### config.mk
export PLATFORM = sky130hd
export DESIGN_NAME = barrel_shifter
export DESIGN_NICKNAME = d
export VERILOG_FILES = /design/src/rtl/barrel_shifter.sv
export SDC_FILE = /design/constraint.sdc
export NUM_CORES = 1
export LEC_CHECK = 0
export ABC_CLOCK_PERIOD_IN_PS = 2410
export BUFFER_PORTS_ARGS = -buffer_cell sky130_fd_sc_hd__buf_4
export CAP_MARGIN = 20
export CORE_UTILIZATION = 35
export CTS_BUF_LIST = sky130_fd_sc_hd__clkbuf_4 sky130_fd_sc_hd__clkbuf_8 sky130_fd_sc_hd__clkbuf_16
export CTS_CLUSTER_DIAMETER = 50
export DETAILED_ROUTE_END_ITERATION = 10
export SKIP_CTS_REPAIR_TIMING = 1
export SLEW_MARGIN = 20
export SYNTH_ARGS = -nofsm -noshare
export SYNTH_HDL_FRONTEND = slang
export SYNTH_SLANG_ARGS = --single-unit
### constraint.sdc
create_clock -name clk -period 2.41 [get_ports clk]
set_input_delay 0.482 -clock clk [delete_from_list [all_inputs] [get_ports clk]]
set_output_delay 0.482 -clock clk [all_outputs]
set_load 0.005 [all_outputs]
### src/rtl/barrel_shifter.sv
// Registered logarithmic barrel shifter for the FPU mantissa align/normalize path.
// EWR cascaded stages: stage k shifts by 2^k when its shift-amount bit is set.
// Each stage shifts left or right and fills vacated bits with a selectable bit.
// There is no rotation.
module barrel_shifter #(
  parameter int unsigned SWR = 26,
  parameter int unsigned EWR = 5
) (
  input  logic           clk,
  input  logic           rst,
  input  logic           load_i,
  input  logic [EWR-1:0] Shift_Value_i,
  input  logic [SWR-1:0] Shift_Data_i,
  input  logic           Left_Right_i,
  input  logic           Bit_Shift_i,
  output logic [SWR-1:0] N_mant_o
);

  // stage_data[k] is the operand entering stage k; stage_data[EWR] is the result.
  logic [SWR-1:0] stage_data [EWR+1];

  assign stage_data[0] = Shift_Data_i;

  for (genvar k = 0; k < EWR; k++) begin : g_stage
    localparam int unsigned SH = 32'd1 << k;
    logic [SWR-1:0] shifted;

    if (SH >= SWR) begin : g_flush
      // A shift by at least the full width pushes every data bit out.
      assign shifted = {SWR{Bit_Shift_i}};
    end else begin : g_shift
      // Shift by 2^k in the selected direction, filling with Bit_Shift_i.
      always_comb begin
        if (Left_Right_i) begin
          shifted = {stage_data[k][SWR-1-SH:0], {SH{Bit_Shift_i}}};
        end else begin
          shifted = {{SH{Bit_Shift_i}}, stage_data[k][SWR-1:SH]};
        end
      end
    end

    assign stage_data[k+1] = Shift_Value_i[k] ? shifted : stage_data[k];
  end

  // Output register: async clear, capture the shifted result under load_i.
  always_ff @(posedge clk or posedge rst) begin
    if (rst) begin
      N_mant_o <= '0;
    end else if (load_i) begin
      N_mant_o <= stage_data[EWR];
    end
  end

endmodule

==> summary.txt <==
Status
  • Status: completed

Floorplanning
  • Initial Util: between 30% and 40%
  • Die area: 0.0120 mm²
  • I/O pins: between 60 and 70
  • Row cnt: 38
  • Die W: around 110 µm
  • Die Y: around 110 µm
  • Core area: around 0.011 mm²

Clocking
  • CTS root buf: clkbuf_16
  • CTS Sinks: 26
  • H-tree Lvls: 1
  • CTS tree: built
  • CTS buffer count: 3
  • Clk_lat worst skew: about 0.27 ns
  • Reg clk slew, reported paths: 0.07 ns
  • Clock Tree Buf Depth: 2

Timing
  • Skew final: 0 ns
  • Fin. max-slew vios: 0
  • Hold slack final: approximately 0.28 ns
  • Final worst-path cycle share: ~90%
  • Setup violators final: 0
  • Final worst slack: ~0.19 ns
  • Slew headroom: between 60% and 70%
  • Final hold vios: 0
  • Worst Tran Pin Value: 0.540 ns
  • Unrepaired setup endpoints after global routing: no
  • Period minus WS final: ~2.2 ns
  • Maximum clock frequency: 451 MHz

Final layout
  • Final design utilization: between 40% and 50%
  • Most common cell after layout, fill and taps aside: buf_4
  • Largest register FFs: 26
  • Largest registers: N_mant_o x26
  • Layout cells sized above 1: roughly 31%
  • Most frequent cells in the layout: buf_4, nor2_1, mux2i_1
  • Area Growth Syn to Fin: 25.0%
  • Most flops, register: N_mant_o
  • Post-route insts no fill: between 700 and 800
  • Flip-flop and latch area: 651 µm²
  • Fillers: ~1100
  • Multi-input logic area: 0.00311 mm²
  • Antenna cells: 0
  • Layout net count: about 650

Power
  • Leak: about 2.1 nW
  • Seq pwr share: between 20% and 30%
  • Clock power frac: around a fifth
  • NetSw: between 0.8 and 0.9 mW
  • Comb power frac: 53.7%
  • Switching Share: about two fifths
  • Design internal power: ~1.2 mW
  • Peak VDD IR: 0.338 mV
  • Final Power: just over 2 mW
  • Total power per unit cell area: approximately 400 mW/mm²

Placement
  • Placed Cells: 748
  • Port bufs: 61
  • RePlAce Congestion: 0.978
  • Final HPWL DP: between 10000 and 15000 µm
  • Pre-CTS WS: -0.134 ns

Routing
  • Detailed Routing Iterations Pass 1: 5
  • Antenna-violating nets left: 0
  • Residual DRC: 0
  • Drt total wl: approximately 17000 µm
  • Mean routed wirelength per cell: 22.0 µm
  • Vias after detailed routing: between 4000 and 5000
  • 1st-iter DRT viols: 492
  • Vias per std cell: approximately 6.3

Setup path
  • CP Max Fanout: 27
  • Critical Path End Type: flop
  • Critical path required time: ~2.5 ns
  • Critical Path Source Type: input port
  • Critical path type: in -> reg
  • Arr. time, crit path: 2.35 ns

Yosys
  • Synth Warn #: 0
  • Synth Net Count: ~560
  • Post-Syn Instances: approximately 530
  • Avg Cell Area, Syn: 7.69 µm²
  • EDFF count, synth: 0
  • Cell Area, Synth: just over 0.004 mm²
  • FF+latch count, synth: 26
  • Post-synthesis sequential area ratio: 16.1%
  • Post-synth top flop: dfrtp_1
  • Post-synthesis cell type count: 55
  • Ys async rst share: 100%

GRT
  • Largest net degree at the start of global routing: 28
  • Vias in the first global route: roughly 4700
  • Initial antenna violation count: 0
  • Global-route wire length before repair: between 20000 and 30000 µm
  • All-layer global routing usage: between 20% and 30%
  • Congestion Overflow GR: 0

Flow run
  • MaxCap Viol Count: 0

Min path
  • Worst Hold Class: in -> async
-- area by class of cell --
class                      count  area share [%]
tap                          140            3.46
clock buffer                   3            1.48
timing repair buffer         129            19.9
multi-input combinational    443            61.6
inverter                      10           0.742
sequential                    26            12.9
-- power by group through the flow --
stage	Sequential, mW	Combinational (mW)	Clock (mW)
after global routing	0.561	1.18	0.411
after floorplan	0.555	0.601	0
after CTS	0.553	1.08	0.395
after detailed placement	0.560	1.08	0
final	0.553	1.09	0.388
after global placement	0.558	1.07	0
-- critical path, stage by stage --
cell	delay, ns
buf_4	0.11
buf_12	0.19
buf_4	0.20
buf_4	0.21
mux2i_1	0.10
a211o_1	0.35
a21oi_1	0.21
a211oi_1	0.11
a211oi_1	0.38
-- stage by stage --
stage               cell area (µm²)  setup TNS, ns
finish                         5060              0
global route                   5060              0
CTS                            5050              0
detailed placement             4980         -0.343
global placement               4980         -0.199
floorplan                      4050              0
-- Yosys cell counts (2+ instances only) --
cell | count | area, µm²
nor4_1 | 3 | 18.8
nand2_1 | 36 | 135
a21boi_0 | 2 | 15.0
o2111ai_1 | 2 | 17.5
buf_1 | 6 | 22.5
dfrtp_1 | 26 | 651
a31oi_1 | 4 | 25.0
a2111oi_2 | 2 | 30.0
mux4_2 | 14 | 315
a211oi_2 | 4 | 50.1
buf_2 | 11 | 55.1
o22ai_1 | 23 | 144
buf_4 | 3 | 22.5
o311ai_0 | 2 | 17.5
mux2_2 | 34 | 383
o211ai_1 | 6 | 45.0
nand2b_1 | 5 | 31.3
and2_1 | 6 | 37.5
o31a_1 | 2 | 17.5
nor2_1 | 80 | 300
nor3_1 | 26 | 130
o32ai_1 | 3 | 26.3
a2111oi_0 | 2 | 17.5
mux2_1 | 2 | 22.5
inv_1 | 8 | 30.0
a211oi_1 | 20 | 150
o21ai_0 | 28 | 140
nor2b_1 | 4 | 25.0
nand3_1 | 12 | 60.1
a21oi_1 | 35 | 175
o21ai_1 | 4 | 20.0
clkbuf_1 | 21 | 78.8
o21bai_1 | 2 | 15.0
buf_6 | 5 | 56.3
mux2i_1 | 42 | 420
nor3b_1 | 2 | 15.0
a22oi_1 | 5 | 37.5
o31ai_1 | 3 | 22.5
o221ai_1 | 14 | 123
o21a_1 | 2 | 15.0
-- worst paths after layout --
kind	from	end	slack, ns	cells past startpoint
worst min register to register	N_mant_o[14]	N_mant_o[14]	0.53	2
worst max-delay path	Left_Right_i	N_mant_o[13]	0.19	9
worst max register to register	N_mant_o[13]	N_mant_o[13]	1.08	4
max in group asynchronous	rst	N_mant_o[12]	1.85	3
min in group clk	N_mant_o[14]	N_mant_o[14]	0.53	2
worst min-delay path	rst	N_mant_o[19]	0.28	3
-- kinds of logic (layout without fill, tap and decap cells) --
logic type	after synthesis	count (layout)	synth area share, %
and+or+nand+nor	177	177	19.1
AOI/OAI and AO/OA	173	173	29.2
muxes	93	93	28.6
buffers and inverters	57	142	7.11
DFF	26	26	16.1
-- metal layers --
metal | wire (µm) | vias up | global-route usage (%)
met1 | 6810 | 2278 | 38.1
met3 | 1470 | 50 | 4.56
li1 | - | 2181 | -
met2 | 7490 | 244 | 46.1
met4 | 749 | 0 | 11.0
met5 | 0 | - | 0
Power figures use the tool's default switching activity.
